File: src/rtl/serial_add_ctrl.sv
// serial_add_ctrl
//   Bit-serial multi-operand modular adder controller. It accepts up to four
//   WIDTH-bit operands and adds them one pass at a time through a single
//   shared 1-bit full adder. The full adder is two half adders plus an OR.
//   The result is returned mod 2^WIDTH over a valid/ready handshake.
//
//   Handshake: the input transfer happens on a rising edge where
//   in_valid && in_ready. The output transfer happens on a rising edge where
//   out_valid && out_ready. Once out_valid is raised, sum, ovf_cnt and
//   out_valid hold until that transfer.
//
//   Optional feature macro: SERIAL_ADD_OVF_EN
//     defined   - ovf_cnt counts the passes whose discarded carry-out was 1
//     undefined - ovf_cnt is tied to 3'd0 and no counter is built
//
// Ports
//   clk       rising-edge clock
//   rst_n     asynchronous active-low reset
//   in_valid  operand set presented
//   in_ready  controller idle and able to accept (IDLE only)
//   ops       operand k at ops[k*WIDTH +: WIDTH], k = 0..3
//   op_en     operand k participates when op_en[k] = 1
//   out_valid sum available (DONE)
//   out_ready consumer takes the sum
//   sum       accumulator, sum mod 2^WIDTH
//   busy      high in any state other than IDLE
//   ovf_cnt   number of discarded carry-outs for the current result
module serial_add_ctrl #(
    parameter int WIDTH = 32
) (
    input  logic               clk,
    input  logic               rst_n,
    input  logic               in_valid,
    output logic               in_ready,
    input  logic [4*WIDTH-1:0] ops,
    input  logic [3:0]         op_en,
    output logic               out_valid,
    input  logic               out_ready,
    output logic [WIDTH-1:0]   sum,
    output logic               busy,
    output logic [2:0]         ovf_cnt
);

    localparam int CW = $clog2(WIDTH);
    localparam logic [CW-1:0] LAST_BIT = CW'(WIDTH - 1);

    typedef enum logic [1:0] {IDLE, SEL, ADD, DONE} state_t;

    state_t           state;
    logic [WIDTH-1:0] op_r [4];
    logic [3:0]       en_r;
    logic [WIDTH-1:0] acc;
    logic [WIDTH-1:0] opsr;
    logic             carry;
    logic [CW-1:0]    bit_cnt;
    logic [2:0]       p;          // next operand index to consider, 1..4

    // Shared 1-bit full adder built from two half adders.
    logic ha1_s, ha1_c, ha2_s, ha2_c, c_next;
    assign ha1_s  = acc[0] ^ opsr[0];
    assign ha1_c  = acc[0] & opsr[0];
    assign ha2_s  = ha1_s ^ carry;
    assign ha2_c  = ha1_s & carry;
    assign c_next = ha1_c | ha2_c;

    logic last_bit;
    assign last_bit = (state == ADD) && (bit_cnt == LAST_BIT);

    // Lowest enabled operand with index >= p. The loop runs downward so
    // that the lowest match is the one left in sel_idx.
    logic       sel_found;
    logic [1:0] sel_idx;
    always_comb begin
        sel_found = 1'b0;
        sel_idx   = 2'd0;
        for (int k = 3; k >= 1; k--) begin
            if (en_r[k] && (3'(k) >= p)) begin
                sel_found = 1'b1;
                sel_idx   = 2'(k);
            end
        end
    end

    // in_ready is forced low while reset is held, even though the state
    // register already reads IDLE during reset.
    assign in_ready  = rst_n && (state == IDLE);
    assign out_valid = (state == DONE);
    assign busy      = (state != IDLE);
    assign sum       = acc;

    always_ff @(posedge clk or negedge rst_n) begin
        if (!rst_n) begin
            state   <= IDLE;
            for (int k = 0; k < 4; k++) op_r[k] <= '0;
            en_r    <= '0;
            acc     <= '0;
            opsr    <= '0;
            carry   <= 1'b0;
            bit_cnt <= '0;
            p       <= 3'd0;
        end else begin
            case (state)
                IDLE: begin
                    if (in_valid) begin
                        for (int k = 0; k < 4; k++) op_r[k] <= ops[k*WIDTH +: WIDTH];
                        en_r  <= op_en;
                        acc   <= op_en[0] ? ops[WIDTH-1:0] : '0;
                        p     <= 3'd1;
                        state <= SEL;
                    end
                end
                SEL: begin
                    if (sel_found) begin
                        opsr    <= op_r[sel_idx];
                        carry   <= 1'b0;
                        bit_cnt <= '0;
                        p       <= {1'b0, sel_idx} + 3'd1;
                        state   <= ADD;
                    end else begin
                        state <= DONE;
                    end
                end
                ADD: begin
                    // After WIDTH rotations the accumulator is back in place.
                    acc     <= {ha2_s, acc[WIDTH-1:1]};
                    opsr    <= {1'b0, opsr[WIDTH-1:1]};
                    carry   <= c_next;
                    bit_cnt <= bit_cnt + CW'(1);
                    if (bit_cnt == LAST_BIT) state <= SEL;
                end
                DONE: begin
                    if (out_ready) state <= IDLE;
                end
                default: state <= IDLE;
            endcase
        end
    end

`ifdef SERIAL_ADD_OVF_EN
    logic [2:0] ovf_r;
    // The final carry of each pass is dropped from the sum but counted here.
    always_ff @(posedge clk or negedge rst_n) begin
        if (!rst_n) begin
            ovf_r <= 3'd0;
        end else if (state == IDLE && in_valid) begin
            ovf_r <= 3'd0;
        end else if (last_bit && c_next) begin
            ovf_r <= ovf_r + 3'd1;
        end
    end
    assign ovf_cnt = ovf_r;
`else
    assign ovf_cnt = 3'd0;
`endif

endmodule

File: config.mk
export PLATFORM = sky130hd
export DESIGN_NAME = serial_add_ctrl
export DESIGN_NICKNAME = d
export VERILOG_FILES = /design/src/rtl/serial_add_ctrl.sv
export SDC_FILE = /design/constraint.sdc
export NUM_CORES = 1
export LEC_CHECK = 0
export ABC_AREA = 1
export CORE_MARGIN = 3
export CORE_UTILIZATION = 25
export DETAILED_ROUTE_END_ITERATION = 8
export PLACE_DENSITY = 0.5
export SLEW_MARGIN = 20
export SYNTH_ARGS = -nofsm -noshare
export SYNTH_HDL_FRONTEND = slang
export SYNTH_SLANG_ARGS = --single-unit
File: constraint.sdc
create_clock -name clk -period 1.7 [get_ports clk]
set_input_delay 0.34 -clock clk [delete_from_list [all_inputs] [get_ports clk]]
set_output_delay 0.34 -clock clk [all_outputs]
set_load 0.01 [all_outputs]
==> impl_metrics.env, run 1 <==
export IMPL_status="finished, final reports clean"
export IMPL_hold_worst_slack_ps=354
export IMPL_numPortBuffers=170
export IMPL_grt_overflow=0
export IMPL_grt_pass1_vias=8671
export IMPL_via_count=8635
export IMPL_ys_seq_elements=206
export IMPL_fin_nets=1557
export IMPL_ir_drop_mv=0.890
export IMPL_yosysSeqAreaShare=0.525
export IMPL_drive_gt1_frac=0.111
export IMPL_worstSetupPathType="flip-flop to primary output"
export IMPL_insertion_delay_ps=530
export IMPL_grt_usage=0.148
export IMPL_numCtsBuffers=26
export IMPL_powerDensity_nw_per_um2=2160
export IMPL_clock_fmax_ghz=0.598
export IMPL_drt_iter0_drc=560
export IMPL_ys_flop_type="dfrtp_1"
export IMPL_drt_total_wl_um=32100
export IMPL_ys_async_sr_fraction=1.00
export IMPL_die_w_um=204
export IMPL_netlist_top_cells_area="dfrtp_1, nand2_1, nand3_1, o21ai_0, inv_1"
export IMPL_final_area_um2=13600
export IMPL_clockRootBuffer="clkbuf_16"
export IMPL_first_pass_iters=5
export IMPL_antenna_found_initial=0
export IMPL_multi_input_area_um2=3830
export IMPL_cts_tree="yes"
export IMPL_start_util=0.257
export IMPL_synth_top_area_cell="dfrtp_1"
export IMPL_fillCellCount=4026
export IMPL_drv_slew=0
export IMPL_finClkSkew_ps=8.76
export IMPL_place_hpwl_um=21800
export IMPL_antenna_cells=0
export IMPL_crit_path_end_kind="primary output"
export IMPL_cp_data_required_time_ps=1360
export IMPL_area_growth_pct=38.9
export IMPL_cp_arrival_ps=1330
export IMPL_synth_edf_count=0
export IMPL_min_path_type="input port to flip-flop"
export IMPL_routabilityCongestion=0.778
export IMPL_die_y_um=204
export IMPL_io_pins=174
export IMPL_postSynthCellCount=1232
export IMPL_cp_max_fo=3
export IMPL_placedInstanceArea_um2=12400
export IMPL_hold_viol=0
export IMPL_synth_avg_cell_area_um2=7.97
export IMPL_dp_cells=1886
export IMPL_grt_pass1_wl_um=49200
export IMPL_rr_worst_depth=8
export IMPL_final_antenna_net_count=0
export IMPL_drv_cap=0
export IMPL_wl_per_cell_um=16.5
export IMPL_rows=71
export IMPL_syn_area_um2=9820
export IMPL_start_kind="flip-flop"
export IMPL_dp_slack_ps=-78.9
export IMPL_grt_max_degree=77
export IMPL_drc=0
export IMPL_clkTransAtPathRegs_ps=60
export IMPL_synth_top_area_share=0.525
export IMPL_instances_no_fill=1947
export IMPL_regArea_um2=5150
export IMPL_ys_types=32
export IMPL_period_share=0.984
export IMPL_fp_dieArea_um2=41700
export IMPL_min_period_ps=1670
export IMPL_setup_ws_ps=26.8
export IMPL_rsz0062_at_grt="yes"
export IMPL_setup_tns_ps=0
export IMPL_htreeDepth=1
export IMPL_clock_sinks=206
export IMPL_holdPathStages=3
export IMPL_ys_warn_count=0
export IMPL_finalSetupViolations=0
export IMPL_leakage_nw=6.45
export IMPL_routed_via_density=4.44
export IMPL_cts_path_max_buffers=3
export IMPL_coreArea_um2=38200
## per-layer routing
metal / track usage / wire (µm)
met5: 0 / 0
met4: 0.0275 / 528
met3: 0.0215 / 1330
met2: 0.256 / 15700
met1: 0.200 / 14500
## worst max-delay path: stages, from the launching register on
cell and delay, ps:
dfrtp_1 400, nor2_2 150, inv_2 60, nor2_2 70
buf_2 130
## per-stage QoR
step                utilization  power (mW)
global route              0.357        32.1
detailed placement        0.325        22.7
floorplan                     -        17.2
CTS                       0.350        28.8
finish                    0.357        29.5
global placement          0.325        22.4
## placed cells by master (no fill, tap or decap), types with 2 or more instances in the layout
cell and n:
inv_2 5, nand2_2 5, o22ai_1 2, nand3_2 12, buf_2 3, clkbuf_16 32
nor2_2 15, inv_1 131, clkbuf_8 7, buf_12 26, nand2_8 2, buf_6 3
clkdlybuf4s50_1 134, o21ai_1 21, ha_1 3, nand3b_1 6, o21ai_0 106, o211ai_1 32
clkinv_2 5, nor2_1 57, conb_1 3, nand3_4 2, dfrtp_1 206, dlygate4sd2_1 32
buf_4 31, nand3_1 171, clkbuf_1 5, bufinv_16 2, a21oi_1 2, nand2_1 361
## cell type report
cell class / instances / share of cell area
sequential: 206 / 0.378
timing repair buffer: 237 / 0.191
multi-input combinational: 808 / 0.281
clock inverter: 8 / 0.00679
clock buffer: 39 / 0.0580
tap: 511 / 0.0469
inverter: 138 / 0.0389
## sequential cells by signal, indices dropped and copies added (netlist names)
name and count:
op_r 128, opsr 32, sum 32, bit_cnt 5, en_r 3, p 3, state 2, carry 1
## synth_stat cells (6+ instances only)
library cell,instances
buf_6,8
buf_1,6
buf_2,49
nand3_1,182
o211ai_1,32
dfrtp_1,206
buf_4,8
o21ai_1,18
nand2_1,364
o21ai_0,109
nand3b_1,6
inv_1,133
clkbuf_1,11
nor2_1,70
## cell families (layout without fill, tap and decap cells)
family | Yosys count | after routing | synth area share
AND/OR/NAND/NOR | 635 | 635 | 0.275
XOR/XNOR | 1 | 1 | 0.000892
buffers and inverters | 220 | 422 | 0.0998
adder cells (fa/ha/maj) | 4 | 4 | 0.00586
AO/OA/AOI/OAI | 165 | 165 | 0.0933
flip-flops | 206 | 206 | 0.525
other | 1 | 3 | 0.000382
## final timing paths
| kind | startpoint | to | slack [ps] |
|---|---|---|---|
| worst max-delay path | state[0] | in_ready | 30 |
| worst min-delay path | ops[95] | op_r[63] | 350 |
| worst max register to register | p[2] | p[1] | 50 |
| worst min register to register | op_r[28] | op_r[28] | 470 |
| max in group asynchronous | rst_n | op_r[20] | 710 |
| min in group asynchronous | rst_n | sum[5] | 360 |
## power breakdown
group | total (mW) | internal, mW | switching (mW)
registers | 8.06 | 7.18 | 0.877
clock network | 5.66 | 3.49 | 2.16
logic | 15.8 | 6.37 | 9.41
## repair_timing
item,4_1_cts,5_1_grt
hold buffers,1,0
pin swaps,4,4
resized for setup,51,36
hold endpoints to repair,1,0
cloned,1,5
setup endpoints to repair,55,35
buffers inserted,3,5
(Power assumes the default switching activity.)
==> inputs of run 2 (changes only) <==
--- a/config.mk
+++ b/config.mk
@@ -8,6 +8,7 @@
 export ABC_AREA = 1
 export CORE_MARGIN = 3
 export CORE_UTILIZATION = 25
+export CTS_BUF_LIST = sky130_fd_sc_hd__clkbuf_4
 export DETAILED_ROUTE_END_ITERATION = 8
 export PLACE_DENSITY = 0.5
 export SLEW_MARGIN = 20
==> run 2 against run 1 <==
Net effect: the run now ends with negative setup slack left; design area up 2.6%; sequential power shrank 0.5%; die area is the same; worst setup slack worse by 200 ps; worst hold slack worse by 220 ps; largest cell class unchanged; largest power group unchanged.
==> impl_metrics.env, run 2 (synthesized netlist as in run 1, its figures left out) <==
export IMPL_finalSetupViolations=3
export IMPL_first_pass_iters=5
export IMPL_cts_path_max_buffers=3
export IMPL_period_share=1.10
export IMPL_placedInstanceArea_um2=12400
export IMPL_clock_fmax_ghz=0.534
export IMPL_grt_pass1_wl_um=50000
export IMPL_fillCellCount=4014
export IMPL_cp_data_required_time_ps=1360
export IMPL_numCtsBuffers=59
export IMPL_drc=0
export IMPL_largest_register="op_r"
export IMPL_final_antenna_net_count=0
export IMPL_clkTransAtPathRegs_ps=60
export IMPL_clock_sinks=206
export IMPL_seqPwrFrac=0.267
export IMPL_cp_max_fo=3
export IMPL_largest_reg_flops=128
export IMPL_final_common_cell="nand2_1"
export IMPL_instances_no_fill=2048
export IMPL_start_kind="flip-flop"
export IMPL_fp_dieArea_um2=41700
export IMPL_finClkSkew_ps=64.4
export IMPL_start_util=0.257
export IMPL_worstSetupPathType="flip-flop to primary output"
export IMPL_status="complete, but fails checks"
export IMPL_drive_gt1_frac=0.201
export IMPL_die_w_um=204
export IMPL_place_hpwl_um=21800
export IMPL_leakage_nw=6.71
export IMPL_regArea_um2=5150
export IMPL_cp_arrival_ps=1530
export IMPL_p_int_mw=16.9
export IMPL_violations="negative setup slack"
export IMPL_setup_tns_ps=-408
export IMPL_min_path_type="input port to asynchronous set/reset pin"
export IMPL_cts_tree="yes"
export IMPL_grt_overflow=0
export IMPL_area_growth_pct=42.5
export IMPL_die_y_um=204
export IMPL_power_switching_mw=13.2
export IMPL_drt_iter0_drc=483
export IMPL_pwr_share_clk=0.145
export IMPL_rsz0062_at_grt="yes"
export IMPL_layout_common_cells="nand2_1, dfrtp_1, nand3_1"
export IMPL_clockRootBuffer="clkbuf_4"
export IMPL_crit_path_end_kind="primary output"
export IMPL_io_pins=174
export IMPL_grt_max_degree=77
export IMPL_coreArea_um2=38200
export IMPL_hold_worst_slack_ps=131
export IMPL_min_period_ps=1870
export IMPL_rows=71
export IMPL_routabilityCongestion=0.778
export IMPL_htreeDepth=2
export IMPL_wl_per_cell_um=16.3
export IMPL_swShare=0.439
export IMPL_final_area_um2=14000
export IMPL_rr_worst_depth=11
export IMPL_hold_viol=0
export IMPL_via_count=9087
export IMPL_drv_cap=0
export IMPL_grt_pass1_vias=9007
export IMPL_antenna_found_initial=1
export IMPL_combPwrFrac=0.588
export IMPL_drt_total_wl_um=33400
export IMPL_fin_nets=1638
export IMPL_dp_cells=1886
export IMPL_ir_drop_mv=0.748
export IMPL_grt_usage=0.153
export IMPL_finalPower_mw=30.0
export IMPL_drv_slew=0
export IMPL_numPortBuffers=170
export IMPL_setup_ws_ps=-173
export IMPL_insertion_delay_ps=760
export IMPL_powerDensity_nw_per_um2=2150
export IMPL_multi_input_area_um2=3970
export IMPL_routed_via_density=4.44
[run 2: cell types whose count changed in the layout (fill, tap and decap cells not counted), moves of 22 or more]
cell / previous run / this run
clkbuf_4: 0 / 81
dlygate4sd2_1: 32 / 0
clkbuf_16: 32 / 9
nand3_2: 12 / 37
buf_4: 31 / 70
nand3_1: 171 / 146
buf_2: 3 / 25
[run 2: layout make-up]
cell class                 instances  share of cell area
tap                              511              0.0457
timing repair buffer             285               0.215
clock inverter                    18             0.00537
multi-input combinational        808               0.284
clock buffer                      81              0.0435
inverter                         138              0.0378
sequential                       206               0.369
antenna                            1            0.000179
[run 2: per-stage QoR]
step | util | worst slack, ps
2_1_floorplan | - | 215
3_5_place_dp | 0.325 | -78.9
6_report | 0.366 | -173
4_1_cts | 0.348 | -282
3_3_place_gp | 0.325 | -55.5
5_1_grt | 0.366 | -356
[run 2: final timing paths]
kind                       startpoint        to  slack (ps)
min                             rst_n    sum[5]         130
max                          state[0]  in_ready        -170
min in group clk              ops[49]  op_r[81]         140
max in group asynchronous       rst_n  op_r[48]         880
min reg2reg                  op_r[29]  op_r[29]         480
max reg2reg                      p[2]  opsr[27]          60
[run 2: power by group through the flow]
stage	clock network (mW)	logic, mW	registers, mW
3_3_place_gp	0	14.4	8.09
4_1_cts	4.59	15.2	8.01
5_1_grt	4.86	19.6	8.24
6_report	4.36	17.6	8.02
3_5_place_dp	0	14.5	8.14
2_1_floorplan	0	9.12	8.04
[run 2: timing repair]
| item | CTS | global route |
|---|---|---|
| setup buffers | 31 | 20 |
| resized for setup | 155 | 67 |
| cloned | 1 | 10 |
| endpoints found under the setup margin | 56 | 63 |
| hold endpoints to repair | 206 | 0 |
| hold buffers | 1 | 0 |
| pin swaps | 3 | 30 |
[run 2: layer usage]
layer	share of wire	up-vias	wire (µm)	global-route usage
met1	0.45	4317	14900	0.199
met4	0.018	0	586	0.0396
met3	0.052	50	1740	0.0357
li1	-	4490	-	-
met2	0.48	230	16200	0.257
met5	0	-	0	0
[run 2: critical path, stage by stage (launching register included)]
cell     delay, ps
dfrtp_1        400
nor2_2         150
inv_2           70
nor2_2          70
buf_2          130
==> inputs of run 3 (changes only) <==
--- a/config.mk
+++ b/config.mk
@@ -7,10 +7,10 @@
 export LEC_CHECK = 0
 export ABC_AREA = 1
 export CORE_MARGIN = 3
-export CORE_UTILIZATION = 25
+export CORE_UTILIZATION = 30
 export CTS_BUF_LIST = sky130_fd_sc_hd__clkbuf_4
 export DETAILED_ROUTE_END_ITERATION = 8
-export PLACE_DENSITY = 0.5
+export PLACE_DENSITY = 0.56
 export SLEW_MARGIN = 20
 export SYNTH_ARGS = -nofsm -noshare
 export SYNTH_HDL_FRONTEND = slang
==> constraint.sdc (replaced) <==
create_clock -name clk -period 1.9 [get_ports clk]
set_input_delay 0.38 -clock clk [delete_from_list [all_inputs] [get_ports clk]]
set_output_delay 0.38 -clock clk [all_outputs]
set_load 0.01 [all_outputs]
==> run 3 against run 2 <==
Net effect: the run now ends clean; first-iteration DRC count down 7.5%; sequential share of layout area up 3.3 points; count of clock-buffer cells in the layout up 8; critical path depth unchanged; total power down 23%; clock skew down 31 ps; critical path type unchanged; critical endpoint unchanged.
==> impl_metrics.env, run 3 (synthesized netlist as in run 1, its figures left out) <==
export IMPL_status="finished, final reports clean"
export IMPL_drc=0
export IMPL_finClkSkew_ps=33.1
export IMPL_die_y_um=187
export IMPL_clockRootBuffer="clkbuf_4"
export IMPL_largest_reg_flops=128
export IMPL_clock_fmax_ghz=0.539
export IMPL_drv_cap=0
export IMPL_fin_nets=1563
export IMPL_coreArea_um2=31900
export IMPL_antenna_found_initial=1
export IMPL_io_pins=174
export IMPL_finalPower_mw=23.2
export IMPL_worst_pin_slew_ps=885
export IMPL_cp_max_fo=3
export IMPL_cts_path_max_buffers=3
export IMPL_clkTransAtPathRegs_ps=70
export IMPL_wl_per_cell_um=14.9
export IMPL_insertion_delay_ps=700
export IMPL_drt_iter0_drc=447
export IMPL_start_util=0.308
export IMPL_final_antenna_net_count=0
export IMPL_cp_data_required_time_ps=1520
export IMPL_ir_drop_mv=0.816
export IMPL_final_area_um2=12800
export IMPL_layout_common_cells="nand2_1, dfrtp_1, nand3_1"
export IMPL_drive_gt1_frac=0.108
export IMPL_grt_overflow=0
export IMPL_start_kind="flip-flop"
export IMPL_period_share=0.977
export IMPL_min_period_ps=1860
export IMPL_numCtsBuffers=57
export IMPL_grt_pass1_wl_um=46800
export IMPL_htreeDepth=2
export IMPL_die_w_um=187
export IMPL_area_growth_pct=30.8
export IMPL_max_slew_margin_rel=0.410
export IMPL_place_hpwl_um=19700
export IMPL_min_path_type="input port to flip-flop"
export IMPL_fp_dieArea_um2=34900
export IMPL_cp_arrival_ps=1480
export IMPL_drv_slew=0
export IMPL_numPortBuffers=170
export IMPL_routed_via_density=4.50
export IMPL_cts_tree="yes"
export IMPL_worstSetupPathType="flip-flop to primary output"
export IMPL_grt_usage=0.164
export IMPL_hold_viol=0
export IMPL_leakage_nw=6.21
export IMPL_powerDensity_nw_per_um2=1810
export IMPL_drt_total_wl_um=28400
export IMPL_final_common_cell="nand2_1"
export IMPL_rows=65
export IMPL_finalSetupViolations=0
export IMPL_fillCellCount=3351
export IMPL_grt_pass1_vias=8721
export IMPL_crit_path_end_kind="primary output"
export IMPL_clock_sinks=206
export IMPL_routabilityCongestion=0.795
export IMPL_rsz0062_at_grt="yes"
export IMPL_placedInstanceArea_um2=12100
export IMPL_grt_max_degree=149
export IMPL_via_count=8566
export IMPL_first_pass_iters=5
export IMPL_largest_register="op_r"
run 3: changes by cell type in the layout (fill, tap and decap cells not counted), moves of 5 or more:
| cell | change |
|---|---|
| nor2_2 | -9 |
| buf_2 | -22 |
| buf_6 | -16 |
| nand2_1 | +5 |
| nand3_1 | +36 |
| buf_12 | -14 |
| nand3_2 | -35 |
| buf_4 | -43 |
| dlygate4sd2_1 | +32 |
| nor2_1 | +9 |
| clkbuf_16 | -9 |
| clkbuf_4 | +8 |
run 3: worst max-delay path: stages, from the launching register on:
cell,delay (ps)
dfrtp_1,380
nor2_2,140
inv_2,60
nor2_1,70
buf_2,130
run 3: worst paths after layout:
kind                       cells past startpoint       end  slack (ps)  startpoint
hold / removal                                 3  op_r[30]         210    ops[126]
min in group asynchronous                      3  op_r[27]         320       rst_n
setup / recovery                               4  in_ready          40    state[0]
max in group asynchronous                      3  opsr[25]         840       rst_n
setup reg to reg                              10   opsr[3]         160        p[2]
hold reg to reg                                2  op_r[27]         470    op_r[27]
run 3: power breakdown:
group / internal [mW] / total, mW / switching (mW)
combinational: 4.33 / 11.7 / 7.39
clock: 2.38 / 4.32 / 1.93
sequential: 6.42 / 7.18 / 0.760
total: 13.1 / 23.2 / 10.1
run 3: timing repair:
action                                  CTS  global route
hold buffers                              1             0
gates resized for setup                  46             0
buffers inserted                          2             0
hold endpoints to repair                206             0
pin swaps                                 1             1
endpoints found under the setup margin   35             2
run 3: per-layer routing:
layer | part of all wire | GRT usage | up-vias
met2 | 0.47 | 0.268 | 201
li1 | - | - | 4346
met3 | 0.046 | 0.0326 | 44
met5 | 0 | 0 | -
met4 | 0.019 | 0.0474 | 0
met1 | 0.46 | 0.222 | 3975
run 3: area by class of cell:
type | count | area (µm²) | area share
clock inverter | 14 | 105 | 0.00819
sequential | 206 | 5150 | 0.402
clock buffer | 89 | 668 | 0.0520
antenna | 1 | 2.50 | 0.000195
timing repair buffer | 212 | 2140 | 0.167
multi-input combinational | 808 | 3690 | 0.288
tap | 435 | 544 | 0.0424
inverter | 138 | 526 | 0.0409
run 3: through the flow:
step / cells / setup slack [ps] / utilization / hold WS [ps] / setup TNS, ps
floorplan: 1234 / 415 / - / 84.4 / 0
finish: 1903 / 43.3 / 0.403 / 211 / 0
global route: 1903 / -55.4 / 0.403 / 191 / -79.1
CTS: 1902 / -26.3 / 0.403 / 162 / -26.3
global placement: 1796 / 138 / 0.379 / 457 / 0
detailed placement: 1796 / 81.5 / 0.379 / 460 / 0
